## src/rtl/mem_arb_pkg.sv

```systemverilog
// Shared encodings for the instruction/data memory arbiter.
// Also holds a small address alignment helper.
package mem_arb_pkg;

  typedef enum logic [1:0] {
    ST_IDLE  = 2'd0,
    ST_ISSUE = 2'd1,
    ST_WAIT  = 2'd2,
    ST_ERR   = 2'd3
  } state_t;

  localparam logic OWN_IF = 1'b0;
  localparam logic OWN_LS = 1'b1;

  function automatic logic misaligned(input logic [31:0] addr);
    return addr[1:0] != 2'b00;
  endfunction

endpackage

```

## src/rtl/arb_pick.sv

```systemverilog
// Combinational winner selection between fetch and load/store.
// Data wins unless fetch has lost STARVE_LIMIT contended rounds in a row.
module arb_pick #(
  parameter int unsigned STARVE_LIMIT = 4
) (
  input  logic       i_if_req,
  input  logic       i_ls_req,
  input  logic [3:0] i_starve_cnt,
  output logic       o_grant_if,
  output logic       o_grant_ls,
  output logic       o_contend
);

  logic w_starved;

  assign w_starved  = (i_starve_cnt == 4'(STARVE_LIMIT));
  assign o_contend  = i_if_req & i_ls_req;
  assign o_grant_ls = i_ls_req & ~(i_if_req & w_starved);
  assign o_grant_if = i_if_req & ~o_grant_ls;

endmodule

```

## src/rtl/mem_arbiter.sv

```systemverilog
// Shares one handshaked backing memory port between fetch and load/store,
// one outstanding transaction at a time, with bounded fetch starvation.
module mem_arbiter
  import mem_arb_pkg::*;
#(
  parameter int unsigned STARVE_LIMIT = 4
) (
  input  logic        i_clk,
  input  logic        i_rst,
  input  logic        i_if_req,
  input  logic [31:0] i_if_addr,
  output logic        o_if_ready,
  output logic        o_if_valid,
  output logic [31:0] o_if_rdata,
  output logic        o_if_err,
  input  logic        i_ls_req,
  input  logic        i_ls_wen,
  input  logic [31:0] i_ls_addr,
  input  logic [31:0] i_ls_wdata,
  input  logic [3:0]  i_ls_mask,
  output logic        o_ls_ready,
  output logic        o_ls_valid,
  output logic [31:0] o_ls_rdata,
  output logic        o_ls_err,
  output logic        o_mem_req,
  output logic        o_mem_wen,
  output logic [31:0] o_mem_addr,
  output logic [31:0] o_mem_wdata,
  output logic [3:0]  o_mem_mask,
  input  logic        i_mem_ready,
  input  logic        i_mem_valid,
  input  logic [31:0] i_mem_rdata
);

  state_t      r_state;
  state_t      w_state_nxt;
  logic        r_owner;
  logic        r_wen;
  logic [31:0] r_addr;
  logic [31:0] r_wdata;
  logic [3:0]  r_mask;
  logic [3:0]  r_starve_cnt;

  logic        w_grant_if;
  logic        w_grant_ls;
  logic        w_contend;
  logic        w_idle;
  logic        w_accept;
  logic [31:0] w_sel_addr;
  logic        w_resp;
  logic        w_err;
  logic [31:0] w_rdata;

  arb_pick #(
    .STARVE_LIMIT(STARVE_LIMIT)
  ) u_pick (
    .i_if_req    (i_if_req),
    .i_ls_req    (i_ls_req),
    .i_starve_cnt(r_starve_cnt),
    .o_grant_if  (w_grant_if),
    .o_grant_ls  (w_grant_ls),
    .o_contend   (w_contend)
  );

  // Handshakes are gated by reset so nothing is granted or reported while it is held.
  assign w_idle     = (r_state == ST_IDLE) && !i_rst;
  assign o_if_ready = w_idle & w_grant_if;
  assign o_ls_ready = w_idle & w_grant_ls;
  assign w_accept   = o_if_ready | o_ls_ready;
  assign w_sel_addr = o_ls_ready ? i_ls_addr : i_if_addr;

  assign o_mem_req   = (r_state == ST_ISSUE) && !i_rst;
  assign o_mem_wen   = r_wen;
  assign o_mem_addr  = r_addr;
  assign o_mem_wdata = r_wdata;
  assign o_mem_mask  = r_mask;

  always_comb begin
    w_state_nxt = r_state;
    w_resp      = 1'b0;
    w_err       = 1'b0;
    w_rdata     = 32'h0;
    case (r_state)
      ST_IDLE: begin
        if (w_accept) begin
          w_state_nxt = misaligned(w_sel_addr) ? ST_ERR : ST_ISSUE;
        end
      end
      ST_ISSUE: begin
        if (i_mem_ready) begin
          w_state_nxt = ST_WAIT;
        end
      end
      ST_WAIT: begin
        if (i_mem_valid) begin
          w_resp      = !i_rst;
          w_rdata     = r_wen ? 32'h0 : i_mem_rdata;
          w_state_nxt = ST_IDLE;
        end
      end
      ST_ERR: begin
        w_resp      = !i_rst;
        w_err       = 1'b1;
        w_state_nxt = ST_IDLE;
      end
      default: w_state_nxt = ST_IDLE;
    endcase
  end

  assign o_if_valid = w_resp && (r_owner == OWN_IF);
  assign o_ls_valid = w_resp && (r_owner == OWN_LS);
  assign o_if_err   = o_if_valid & w_err;
  assign o_ls_err   = o_ls_valid & w_err;
  assign o_if_rdata = o_if_valid ? w_rdata : 32'h0;
  assign o_ls_rdata = o_ls_valid ? w_rdata : 32'h0;

  always_ff @(posedge i_clk) begin
    if (i_rst) begin
      r_state <= ST_IDLE;
    end else begin
      r_state <= w_state_nxt;
    end
  end

  always_ff @(posedge i_clk) begin
    if (i_rst) begin
      r_owner <= OWN_IF;
      r_wen   <= 1'b0;
      r_addr  <= 32'h0;
      r_wdata <= 32'h0;
      r_mask  <= 4'h0;
    end else if (w_accept) begin
      r_owner <= o_ls_ready ? OWN_LS : OWN_IF;
      r_wen   <= o_ls_ready & i_ls_wen;
      r_addr  <= w_sel_addr;
      r_wdata <= o_ls_ready ? i_ls_wdata : 32'h0;
      r_mask  <= o_ls_ready ? i_ls_mask : 4'hF;
    end
  end

  // Counts only rounds fetch actually lost to a competing data request.
  always_ff @(posedge i_clk) begin
    if (i_rst) begin
      r_starve_cnt <= 4'h0;
    end else if (o_if_ready) begin
      r_starve_cnt <= 4'h0;
    end else if (o_ls_ready && w_contend && (r_starve_cnt != 4'hF)) begin
      r_starve_cnt <= r_starve_cnt + 4'h1;
    end
  end

endmodule

```

## config.mk

```make
export PLATFORM = sky130hd
export DESIGN_NAME = mem_arbiter
export DESIGN_NICKNAME = d
export VERILOG_FILES = /design/src/rtl/mem_arb_pkg.sv /design/src/rtl/arb_pick.sv /design/src/rtl/mem_arbiter.sv
export SDC_FILE = /design/constraint.sdc
export NUM_CORES = 1
export LEC_CHECK = 0
export ABC_AREA = 1
export BUFFER_PORTS_ARGS = -buffer_cell sky130_fd_sc_hd__buf_2
export CAP_MARGIN = 20
export CELL_PAD_IN_SITES_DETAIL_PLACEMENT = 0
export CELL_PAD_IN_SITES_GLOBAL_PLACEMENT = 1
export CORE_MARGIN = 2
export CORE_UTILIZATION = 28
export DETAILED_ROUTE_END_ITERATION = 6
export GPL_TIMING_DRIVEN = 0
export PLACE_DENSITY_LB_ADDON = 0.1
export SLEW_MARGIN = 5
export SYNTH_ARGS = -nofsm -noshare
export SYNTH_HDL_FRONTEND = slang
export SYNTH_SLANG_ARGS = --single-unit
```

## constraint.sdc

```tcl
create_clock -name i_clk -period 3.93 [get_ports i_clk]
set_clock_uncertainty 0.05 [all_clocks]
set_input_delay 1.179 -clock i_clk [delete_from_list [all_inputs] [get_ports i_clk]]
set_output_delay 1.179 -clock i_clk [all_outputs]
set_load 0.005 [all_outputs]
```

# Word level (Yosys, flattened, before mapping)
# Index checks and enable logic that the tools add are counted.
# word_totals
mem_count	0
output_inout_bits	140
ram_bits	0
regBits	76
word_cells	57
in_bits	139
latchBits	0
mem_bits_ro	0
# classes
shift	0
n_bitwise	13
reduce_logical	11
n_div	0
add_sub_neg	1
mul	0
n_eq_ne	8
muxes	17
magnitude_cmp	0
# op_table
cell	count
$mux 32	7
$and 1x1->1	9
$mux 2	4
$pmux 2 s4	1
$logic_and 1x1->1	6
$ne 2x2->1 const B	3
$add 4x1->4 const B	1
$eq 2x2->1 const B	2
$eq 4x3->1 const B	1
$mux 4	1
$ne 4x4->1 const B	1
$mux 1	3
$not 1->1	3
$reduce_and 3->1	1
$eq 2x1->1 const B	1
$logic_not 2->1	1
$pmux 1 s2	1
$reduce_bool 2->1	1
$reduce_or 2->1	1
$logic_not 1->1	1
$or 1x1->1	1

# Depth between registers and ports, before layout
# Gate-level depths: netlist (run 1).
# logic_depth
word_depth	10
ltp_mapped	12
depth_no_buf	12

# Cells and area by module
# From an unflattened synthesis (run 1), not the netlist that was laid out.
# unflattened
cells_unflattened	557
hier_area_um2	3686.0
# modules_own_cells
module	cells_per_inst	area_per_inst_um2	n_inst	seq_area_each_um2
mem_arbiter	542	3621.0	1	1521.5
arb_pick	15	65.1	1	0.0

# Worst setup path after synthesis (run 1)
# No wires, ideal clock.
# synth_path
kind	input-to-output
from	input i_mem_valid
to	output o_if_rdata[10]
required_time_ps	2701
cell_stages	5
n_path_buf	1
t_arrival_ps	1945
path_slack_ps	756
cell_sequence	inv_1 > nor2_1 > clkbuf_1 > nand3_1 > nor2_1
# synth_via
elab_chain_cells	4
elab_cells_between_ends	6
classes_between	5 x mux; 1 x reduce/logical
# synth_rtl
item	line_no	rtl
from (decl)	mem_arbiter.sv:31	input logic i_mem_valid,
$mux 1	mem_arbiter.sv:95	if (i_mem_valid) begin
$pmux 1 s2	mem_arbiter.sv:83	case (r_state)
$logic_and 1x1->1	mem_arbiter.sv:110	assign o_if_valid = w_resp && (r_owner == OWN_IF);
$mux 32 *	mem_arbiter.sv:114	assign o_if_rdata = o_if_valid ? w_rdata : 32'h0;
to (decl)	mem_arbiter.sv:14	output logic [31:0] o_if_rdata,
# Every way passes the cells marked *; elsewhere a longest branch is shown, timed or not.

# Worst setup path in the final report (run 1)
# layout_path
from	input i_mem_valid
to	output o_ls_rdata[27]
# layout_via
elab_chain_cells	4
elab_cells_between_ends	6
classes_between	5 x mux; 1 x reduce/logical
# layout_rtl
item	line_no	rtl
$mux 1	mem_arbiter.sv:95	
$pmux 1 s2	mem_arbiter.sv:83	
$logic_and 1x1->1	mem_arbiter.sv:111	assign o_ls_valid = w_resp && (r_owner == OWN_LS);
$mux 32 *	mem_arbiter.sv:115	assign o_ls_rdata = o_ls_valid ? w_rdata : 32'h0;
to (decl)	mem_arbiter.sv:23	output logic [31:0] o_ls_rdata,
# Marked as above.

==> run_results.csv, run 1 <==
group,metric,value,unit
status,status,"complete, no violations",
finish,antenna_cells,0,
floorplanning,ios,279,
pwr,power.total,2.29,mW
worst_setup_path,crit_path_max_fanout,10,
clock_network,clockBufferDepth,2,
floorplanning,die_area,14000,um^2
grt,grt_max_degree,13,
worst_setup_path,end_kind,"output pin",
place,io_buffers,278,
flow_run,cap_violations,0,
clock_network,ctsResizeCount,0,
sta,fin_crit_sh,0.939,
detailed_routing,routed_via_density,4.45,
clock_network,post_cts_buffers,0,
finish,area_growth,51.8,%
logic_synthesis,syn-cell-area,3650,um^2
pwr,power_frac_seq,0.402,
floorplanning,core,12700,um^2
logic_synthesis,synth.distinct_cells,27,
floorplanning,dieWidth,118,um
pwr,p_leak,2.82,nW
finish,instances_no_fill,994,
finish,multi_input_area,1820,um^2
clock_network,postCtsHoldBufs,0,
pwr,vdd_drop_max,331,uV
clock_network,insertion_delay,0.33,ns
clock_network,cts_max_level,3,
place,dpl.hpwl,10300,um
finish,nets,959,
grt,gr-total-overflow,0,
worst_setup_path,slowest_delay,0.38,ns
pwr,switching_share,0.301,
finish,fillers,1401,
grt,grt_pass1_vias,4135,
sta,fmax,271,MHz
worst_setup_path,required,2.70,ns
place,dp_cells,979,
logic_synthesis,yosysTopAreaCellShare,0.417,
worst_setup_path,start_kind,"input pin",
grt,grt_pass1_wl,20500,um
clock_network,cts_sinks,76,
sta,setup_viol,0,
sta,fin_tns_setup,0,ns
detailed_routing,vias,4419,
clock_network,cts_tree,"done",
clock_network,cts_root_buf,"clkbuf_16",
pwr,internal-power,1.60,mW
hold_path,hold_path_class,"flop to flop",
logic_synthesis,synth.area.top_cells,"dfxtp_1 (42%), nor2_1 (15%), nand2_1 (9.7%)",
logic_synthesis,synth_seq_cells,76,
sta,finalHoldViolCount,0,
worst_setup_path,path_cells,"buf_2 -> inv_1 -> nor2_1 -> clkbuf_1 -> nand3_1 -> nor2_1 -> buf_2",
floorplanning,die_y,118,um
sta,relSlewSlack,0.690,
logic_synthesis,postSynthCellCount,529,
detailed_routing,final_antenna_net_count,0,
detailed_routing,drt_wl_total,13100,um
sta,maxSlewViolCount,0,
clock_network,cts_inserted_buffers,9,
logic_synthesis,yosysWarnings,0,
pwr,combPwrFrac,0.246,
pwr,power_density,413,nW/um^2
floorplanning,rows,41,
worst_setup_path,crit_type,"input pin to output pin",
detailed_routing,wire_per_inst,13.2,um
worst_setup_path,cpMaxStageDelayCell,"clkbuf_1",
clock_network,clk_pin_slew,0.06,ns
detailed_routing,drc,0,
logic_synthesis,avgSynthCellArea,6.90,um^2
sta,tightest_slew,0.464,ns
sta,rsz0062_at_grt,"false",
pwr,switchingPower,688,uW
place,gp_congestion,0.812,
detailed_routing,drtPass1Iterations,4,
logic_synthesis,ys_seq_area_frac,0.417,
finish,drive_gt1_frac,0.422,
worst_setup_path,worstPathArrival,2.46,ns
finish,regArea,1520,um^2
logic_synthesis,synth_nets,670,
floorplanning,start_util,0.288,
grt,antenna_found_initial,0,
pwr,pwr-share-clk,0.351,
sta,finalCriticalPeriod,3.69,ns
logic_synthesis,yosys.area.top_type,"dfxtp_1",
grt,track_usage,0.182,
detailed_routing,initialDrtViolationCount,131,
[per-stage QoR]
stage          setup slack, ns  cell area [um^2]   util  hold WS (ns)
2_1_floorplan            0.756              3650      -         0.399
3_3_place_gp             0.269              5260  0.415         0.396
3_5_place_dp             0.265              5260  0.415         0.401
4_1_cts                  0.256              5540  0.437         0.411
5_1_grt                 0.0807              5540  0.437         0.430
6_report                 0.239              5540  0.437         0.410
[path summary, 6_finish.rpt]
path,slack [ns],from,endpoint,depth (start not counted)
hold / removal,0.41,o_mem_wdata[4]$_SDFFE_PP0P_,o_mem_wdata[4]$_SDFFE_PP0P_,2
setup / recovery,0.24,i_mem_valid,o_ls_rdata[27],7
hold reg to reg,0.41,o_mem_wdata[4]$_SDFFE_PP0P_,o_mem_wdata[4]$_SDFFE_PP0P_,2
setup reg to reg,2.09,r_starve_cnt[0]$_SDFFE_PP0P_,o_mem_addr[28]$_SDFFE_PP0P_,10
[routing by layer]
layer | vias up | wire (um) | track usage
met5 | - | 0 | 0
met4 | 0 | 195 | 0.0452
met3 | 12 | 1090 | 0.0734
met2 | 164 | 6700 | 0.329
met1 | 1972 | 5150 | 0.197
li1 | 2271 | - | -
[cell type report]
| class | count | area share |
|---|---|---|
| plain buffers | 36 | 0.0382 |
| well taps | 172 | 0.0388 |
| multi-input cells | 390 | 0.328 |
| clock buffers | 11 | 0.0420 |
| clock inverters | 4 | 0.00926 |
| flip-flops and latches | 76 | 0.275 |
| inverters | 27 | 0.0183 |
| repair buffers | 278 | 0.251 |
[worst max-delay path, delay by kind of cell]
family / cells / cell delay, ns
buffers and inverters: 4 / 0.64
AND/OR/NAND/NOR: 3 / 0.63
[power groups by stage]
stage	clock network [mW]	registers [mW]	logic, mW
6_report	0.803	0.921	0.563
5_1_grt	0.862	0.934	0.637
4_1_cts	0.830	0.921	0.575
3_5_place_dp	0	0.935	0.574
3_3_place_gp	0	0.932	0.569
2_1_floorplan	0	0.944	0.312
[cell usage after synthesis]
| cell | n |
|---|---|
| a21oi_1 | 16 |
| a31oi_1 | 1 |
| buf_2 | 15 |
| buf_4 | 5 |
| buf_6 | 5 |
| clkbuf_1 | 10 |
| clkbuf_2 | 1 |
| dfxtp_1 | 76 |
| ha_1 | 2 |
| inv_1 | 21 |
| inv_2 | 6 |
| nand2_1 | 94 |
| nand2_2 | 3 |
| nand2_4 | 1 |
| nand2_8 | 1 |
| nand3_1 | 40 |
| nand3_4 | 1 |
| nand4_1 | 1 |
| nor2_1 | 145 |
| nor2_2 | 4 |
| nor3_1 | 6 |
| nor3_2 | 14 |
| o211ai_1 | 10 |
| o21ai_0 | 28 |
| o21ai_1 | 21 |
| xnor2_1 | 1 |
| xor2_1 | 1 |
[flip-flops by register name (all words and copies together) (netlist names)]
name / flops
o_mem_addr: 32
o_mem_mask: 4
o_mem_wdata: 32
o_mem_wen: 1
r_owner: 1
r_starve_cnt: 4
r_state: 2
[cell families after synthesis]
| group | after synthesis | share of synthesized area |
|---|---|---|
| buffers and inverters | 63 | 0.0857 |
| AOI/OAI and AO/OA | 76 | 0.111 |
| DFF | 76 | 0.417 |
| and+or+nand+nor | 310 | 0.374 |
| adders and majority gates | 2 | 0.00686 |
| xor gates and xnor gates | 2 | 0.00480 |
[placed cells by master, fill, tap and decap left out, drive strengths merged]
master and count:
buf 303, nor2 149, nand2 99, dfxtp 76, o21ai 49, nand3 41
inv 27, clkbuf 22, nor3 20, a21oi 16, o211ai 10, ha 2
clkinv 2, a31oi 1, xor2 1, nand4 1, xnor2 1, bufinv 1
clkinvlp 1
(Power assumes the default switching activity.)
==> run 2, diff against run 1 <==
- CELL_PAD_IN_SITES_DETAIL_PLACEMENT: 0 -> 1
- CORE_MARGIN: 2 -> unset
==> run 2 against run 1 <==
  * Critical path depth unchanged
  * Final cell count up 0.10%
  * Highest routed layer unchanged
  * Die area decreased by 3.4%
  * Clock power grew 4.0%
  * Sequential cell count unchanged
  * Cell area rose by 0.34%
  * Count of clock-buffer cells in the layout fell by 1
  * Routed wire length is 6.8% higher
  * Hold slack worse by 0.0020 ns
  * Maximum frequency is 0.77% lower
  * Global-route usage grew 2.5 points
==> run_results.csv, run 2 (synthesis gave the netlist of run 1 again) <==
group,metric,value,unit
status,status,"complete, no violations",
hold_path,hold_path_class,"flop to flop",
place,dp_cells,979,
detailed_routing,drtPass1Iterations,4,
floorplanning,ios,279,
clock_network,post_cts_buffers,0,
floorplanning,start_util,0.288,
worst_setup_path,r2r_end,"o_mem_addr[28]$_SDFFE_PP0P_",
clock_network,clockBufferDepth,2,
pwr,internal-power,1.62,mW
sta,finalCriticalPeriod,3.72,ns
finish,instances_no_fill,995,
pwr,pwr-share-clk,0.358,
clock_network,cts_max_level,3,
clock_network,cts_inserted_buffers,9,
detailed_routing,vias,4539,
worst_setup_path,ff2ff_path_depth,10,
clock_network,cts_tree,"done",
sta,fin_crit_sh,0.946,
sta,setup_viol,0,
finish,area_growth,52.3,%
sta,relSlewSlack,0.643,
floorplanning,core,12700,um^2
clock_network,insertion_delay,0.33,ns
pwr,power_frac_seq,0.395,
sta,fin_tns_setup,0,ns
worst_setup_path,required,2.70,ns
detailed_routing,drc,0,
sta,maxSlewViolCount,0,
detailed_routing,initialDrtViolationCount,105,
grt,gr-total-overflow,0,
clock_network,postCtsHoldBufs,0,
place,dpl.hpwl,11400,um
worst_setup_path,crit_type,"input pin to output pin",
floorplanning,dieWidth,116,um
clock_network,clk_pin_slew,0.06,ns
floorplanning,rows,41,
hold_path,holdPathEnd,"o_mem_wdata[9]$_SDFFE_PP0P_",
flow_run,cap_violations,0,
pwr,power_density,419,nW/um^2
sta,rsz0062_at_grt,"false",
grt,antenna_found_initial,0,
floorplanning,die_y,116,um
finish,drive_gt1_frac,0.425,
detailed_routing,routed_via_density,4.56,
grt,track_usage,0.207,
finish,final_common_cell,"buf_2",
pwr,p_leak,2.83,nW
pwr,vdd_drop_max,206,uV
clock_network,ctsResizeCount,0,
worst_setup_path,end_kind,"output pin",
sta,finalHoldViolCount,0,
worst_setup_path,worstPathArrival,2.49,ns
pwr,switching_share,0.306,
place,gp_congestion,0.755,
place,io_buffers,278,
detailed_routing,wire_per_inst,14.1,um
finish,fillers,1717,
sta,tightest_slew,0.532,ns
sta,fmax,269,MHz
detailed_routing,final_antenna_net_count,0,
finish,antenna_cells,0,
worst_setup_path,crit_path_max_fanout,10,
grt,grt_pass1_wl,21600,um
floorplanning,die_area,13500,um^2
worst_setup_path,rrSetupSlack,2.04,ns
hold_path,hold_start,"o_mem_wdata[9]$_SDFFE_PP0P_",
detailed_routing,drt_wl_total,14000,um
finish,nets,959,
pwr,switchingPower,713,uW
hold_path,whs_path_depth,2,
grt,grt_max_degree,14,
pwr,combPwrFrac,0.247,
clock_network,cts_sinks,76,
finish,layout_common_cells,"buf_2 (293), nor2_1 (145), nand2_1 (94)",
worst_setup_path,r2r-start,"r_starve_cnt[0]$_SDFFE_PP0P_",
clock_network,cts_root_buf,"clkbuf_16",
grt,grt_pass1_vias,4519,
worst_setup_path,start_kind,"input pin",
sta,whs,0.408,ns
## run 2: changes by cell type in the layout (fill, tap and decap cells not counted)
cell and change:
clkbuf_1 -2, clkbuf_8 +1, clkinv_2 +1, clkinvlp_4 +1
## run 2: stage by stage
step / setup slack (ns) / instance area, um^2 / utilization / power [mW]
after global placement: 0.254 / 5260 / 0.415 / 1.50
after floorplan: 0.756 / 3650 / - / 1.26
final: 0.210 / 5560 / 0.439 / 2.33
after detailed placement: 0.195 / 5260 / 0.415 / 1.52
after CTS: 0.184 / 5560 / 0.439 / 2.37
after global routing: 0.0588 / 5560 / 0.439 / 2.48
## run 2: cell type report
class,instances,area [um^2],area share
timing repair buffer,278,1390,0.250
multi-input combinational,390,1820,0.327
clock inverter,6,63.8,0.0115
tap,172,215,0.0387
sequential,76,1520,0.274
inverter,27,101,0.0182
clock buffer,10,239,0.0430
buffer,36,211,0.0380
## run 2: worst max path at each step
stage                      from              to  slack (ns)  cells after the start
CTS                 i_mem_valid  o_if_rdata[14]        0.18                      7
floorplan           i_mem_valid  o_if_rdata[10]        0.76                      5
global placement    i_mem_valid  o_ls_rdata[14]        0.25                      7
finish              i_mem_valid  o_if_rdata[14]        0.21                      7
global route        i_mem_valid   o_ls_rdata[5]        0.06                      7
detailed placement  i_mem_valid  o_if_rdata[14]        0.20                      7
## run 2: power groups by stage
stage          clock network, mW  registers [mW]  logic (mW)
3_3_place_gp                   0           0.933       0.565
3_5_place_dp                   0           0.937       0.585
2_1_floorplan                  0           0.944       0.312
5_1_grt                    0.897           0.933       0.649
6_report                   0.835           0.921       0.575
4_1_cts                    0.861           0.922       0.588
## run 2: worst max-delay path: stages
cell and delay (ns):
buf_2 0.09, inv_1 0.04, nor2_1 0.30, clkbuf_1 0.38
nand3_1 0.23, nor2_1 0.15, buf_2 0.12
## run 2: metal layers
layer,part of all wire,vias to the layer above,GRT usage,wire (um)
met5,0,-,0,0
met4,0.018,0,0.0718,250
met3,0.074,17,0.0628,1040
met2,0.53,147,0.392,7400
met1,0.38,2101,0.216,5340
li1,-,2274,-,-
==> run 3, diff against run 2 <==
- ABC_AREA: 1 -> 0
- CORE_UTILIZATION: 28 -> 27
==> run 3 against run 2 <==
  * Sequential share of layout area grew 1.2 points
  * Critical path depth did not move
  * Die area is 4.0% lower
  * Hold slack improved by 0.0089 ns
  * First-iteration DRC count grew 63%
  * Combinational power shrank 7.0%
  * Sequential cell count is the same
==> run_results.csv, run 3 <==
group,metric,value,unit
pwr,combPwrFrac,0.220,
worst_setup_path,cp-endpoint,"o_ls_rdata[15]",
floorplanning,start_util,0.279,
floorplanning,die_area,13000,um^2
worst_setup_path,r2r-start,"r_state[0]$_SDFFE_PP0P_",
logic_synthesis,yosysMostFrequentCell,"nor2_1",
detailed_routing,dr_wl_met3,845,um
worst_setup_path,critPathTopFamily,"buffers and inverters",
pwr,power_density,456,nW/um^2
detailed_routing,top_layer,"met4",
detailed_routing,met2_length,6890,um
worst_setup_path,r2r_end,"o_mem_addr[8]$_SDFFE_PP0P_",
pwr,power_frac_seq,0.381,
grt,grt_max_degree,14,
clock_network,ctsResizeCount,0,
grt,grt_pass1_vias,4166,
place,gp_congestion,0.724,
clock_network,clockBufferDepth,2,
worst_setup_path,worst-path-stages,7,
logic_synthesis,synth.distinct_cells,39,
logic_synthesis,avgSynthCellArea,7.59,um^2
finish,area_growth,57.8,%
sta,maxSlewViolCount,0,
worst_setup_path,path_cells,"buf_2 -> nand2b_1 -> or2_2 -> buf_2 -> clkbuf_1 -> nor2_1 -> buf_2",
worst_setup_path,end_kind,"output pin",
place,dpl_cell_area,4980,um^2
pwr,vdd_drop_max,259,uV
floorplanning,ios,279,
flow_run,cap_violations,0,
logic_synthesis,yosysTopAreaCellShare,0.451,
logic_synthesis,synth-edff-count,0,
clock_network,postCtsHoldBufs,0,
logic_synthesis,postSynthCellCount,445,
logic_synthesis,synth_seq_cells,76,
clock_network,cts_tree,"done",
worst_setup_path,ff2ff_path_depth,6,
detailed_routing,vias,4155,
detailed_routing,initialDrtViolationCount,171,
floorplanning,dieWidth,114,um
clock_network,insertion_delay,0.34,ns
detailed_routing,wire_per_inst,14.9,um
finish,fin_area,5330,um^2
worst_setup_path,crit_path_max_fanout,10,
sta,setup_viol,0,
clock_network,clk_pin_slew,0.06,ns
hold_path,hold_path_class,"flop to flop",
clock_network,cts_inserted_buffers,9,
worst_setup_path,crit_buf_inv,4,
logic_synthesis,async_reset_ff_frac,0,
floorplanning,rows,40,
worst_setup_path,cpMaxStageDelayCell,"or2_2",
logic_synthesis,synth_nets,586,
logic_synthesis,synth.area.top_cells,"dfxtp_1 (45%), nor2_1 (19%), nor4_1 (5.6%)",
grt,antenna_found_initial,0,
worst_setup_path,cpMostUsedCell,"buf_2",
sta,fin_tns_setup,0,ns
finish,drive_gt1_frac,0.441,
place,dpl.hpwl,10900,um
sta,finalCriticalPeriod,3.71,ns
detailed_routing,final_antenna_net_count,0,
grt,track_usage,0.208,
floorplanning,die_y,114,um
logic_synthesis,syn-cell-area,3380,um^2
worst_setup_path,slowest_delay,0.29,ns
worst_setup_path,worstPathArrival,2.48,ns
grt,gr-total-overflow,0,
worst_setup_path,start_kind,"input pin",
worst_setup_path,crit_start,"i_rst",
finish,antenna_cells,0,
detailed_routing,drt_wl_total,13500,um
logic_synthesis,yosysWarnings,0,
finish,final_common_cell,"buf_2",
logic_synthesis,yosys.area.top_type,"dfxtp_1",
worst_setup_path,required,2.70,ns
pwr,pwr-share-clk,0.399,
sta,fin_crit_sh,0.945,
worst_setup_path,crit_type,"input pin to output pin",
status,status,"complete, no violations",
grt,grt_pass1_wl,21000,um
pwr,p_leak,2.76,nW
pwr,internal-power,1.76,mW
sta,fmax,269,MHz
clock_network,cts_sinks,76,
sta,finalHoldViolCount,0,
logic_synthesis,ys_seq_area_frac,0.451,
detailed_routing,drc,0,
clock_network,post_cts_buffers,0,
logic_synthesis,synthTopCellsByCount,"nor2_1 (171), dfxtp_1 (76), nand2_1 (38)",
pwr,switching_share,0.276,
pwr,switchingPower,672,uW
logic_synthesis,synthFlopType,"dfxtp_1",
sta,relSlewSlack,0.595,
sta,rsz0062_at_grt,"false",
detailed_routing,routed_via_density,4.58,
detailed_routing,met1_length,5520,um
floorplanning,core,12100,um^2
sta,tightest_slew,0.605,ns
clock_network,cts_root_buf,"clkbuf_16",
finish,nets,875,
detailed_routing,drtPass1Iterations,4,
worst_setup_path,rrSetupSlack,2.08,ns
clock_network,cts_max_level,3,
place,io_buffers,278,
finish,layout_common_cells,"buf_2 (289), nor2_1 (171), dfxtp_1 (76)",
==> run 3: cell count changes in the layout (fill, tap and decap cells not counted), moves of 14 or more <==
| cell | delta |
|---|---|
| nand2_1 | -56 |
| nand3_1 | -38 |
| nor4_1 | +30 |
| nor2_1 | +26 |
| o21ai_0 | -24 |
| a22o_1 | +21 |
| o21ai_1 | -21 |
| inv_1 | -14 |
==> run 3: stage by stage <==
stage                      util  total power [mW]  setup WS, ns  cells  hold slack, ns
final                     0.440              2.43         0.217    907           0.417
after CTS                 0.440              2.48         0.211    907           0.421
after global placement    0.411              1.46         0.262    891           0.401
after floorplan               -              1.22         0.643    445           0.407
after detailed placement  0.411              1.49         0.210    891           0.399
after global routing      0.440              2.58         0.109    907           0.443
==> run 3: worst reg2reg max path: stages, from the launching register on <==
cell and delay (ns):
dfxtp_1 0.30, buf_4 0.16, nor4b_4 0.58, o21ai_2 0.25
buf_6 0.22, nor2_1 0.10, nor4_1 0.05
==> run 3: layout make-up <==
class | count | area, um^2
fillers | 1616 | 6780
multi-input cells | 324 | 1630
flip-flops and latches | 76 | 1520
repair buffers | 278 | 1390
clock buffers | 11 | 243
well taps | 168 | 210
plain buffers | 37 | 198
clock inverters | 5 | 108
inverters | 8 | 30.0
==> run 3: logic make-up (layout without fill, tap and decap cells) <==
family | Yosys count | count (layout) | synth area share
and+or+nand+nor | 265 | 265 | 0.345
DFF | 76 | 76 | 0.451
AOI/OAI and AO/OA | 55 | 55 | 0.123
buffers and inverters | 45 | 339 | 0.0675
adders and majority gates | 2 | 2 | 0.00741
muxes | 2 | 2 | 0.00593
==> run 3: worst min path at each step <==
| stage | from | endpoint | slack [ns] | cells past startpoint |
|---|---|---|---|---|
| after floorplan | r_starve_cnt[1]$_SDFFE_PP0P_ | r_starve_cnt[1]$_SDFFE_PP0P_ | 0.41 | 2 |
| after global placement | o_mem_wdata[28]$_SDFFE_PP0P_ | o_mem_wdata[28]$_SDFFE_PP0P_ | 0.40 | 1 |
| after detailed placement | o_mem_wdata[24]$_SDFFE_PP0P_ | o_mem_wdata[24]$_SDFFE_PP0P_ | 0.40 | 1 |
| after CTS | o_mem_wdata[24]$_SDFFE_PP0P_ | o_mem_wdata[24]$_SDFFE_PP0P_ | 0.42 | 1 |
| after global routing | o_mem_wdata[18]$_SDFFE_PP0P_ | o_mem_wdata[18]$_SDFFE_PP0P_ | 0.44 | 1 |
| final | o_mem_wdata[24]$_SDFFE_PP0P_ | o_mem_wdata[24]$_SDFFE_PP0P_ | 0.42 | 1 |
==> run 3: power groups by stage <==
| stage | Combinational, mW | Clock [mW] | Sequential [mW] |
|---|---|---|---|
| 2_1_floorplan | 0.275 | 0 | 0.949 |
| 6_report | 0.535 | 0.969 | 0.926 |
| 3_5_place_dp | 0.544 | 0 | 0.943 |
| 3_3_place_gp | 0.527 | 0 | 0.936 |
| 4_1_cts | 0.546 | 1.00 | 0.928 |
| 5_1_grt | 0.603 | 1.04 | 0.939 |
==> run 3: metal layers <==
metal / global-route usage / vias to the layer above
met1: 0.232 / 1922
met3: 0.0611 / 16
met2: 0.379 / 140
met4: 0.0684 / 0
met5: 0 / -
li1: - / 2077
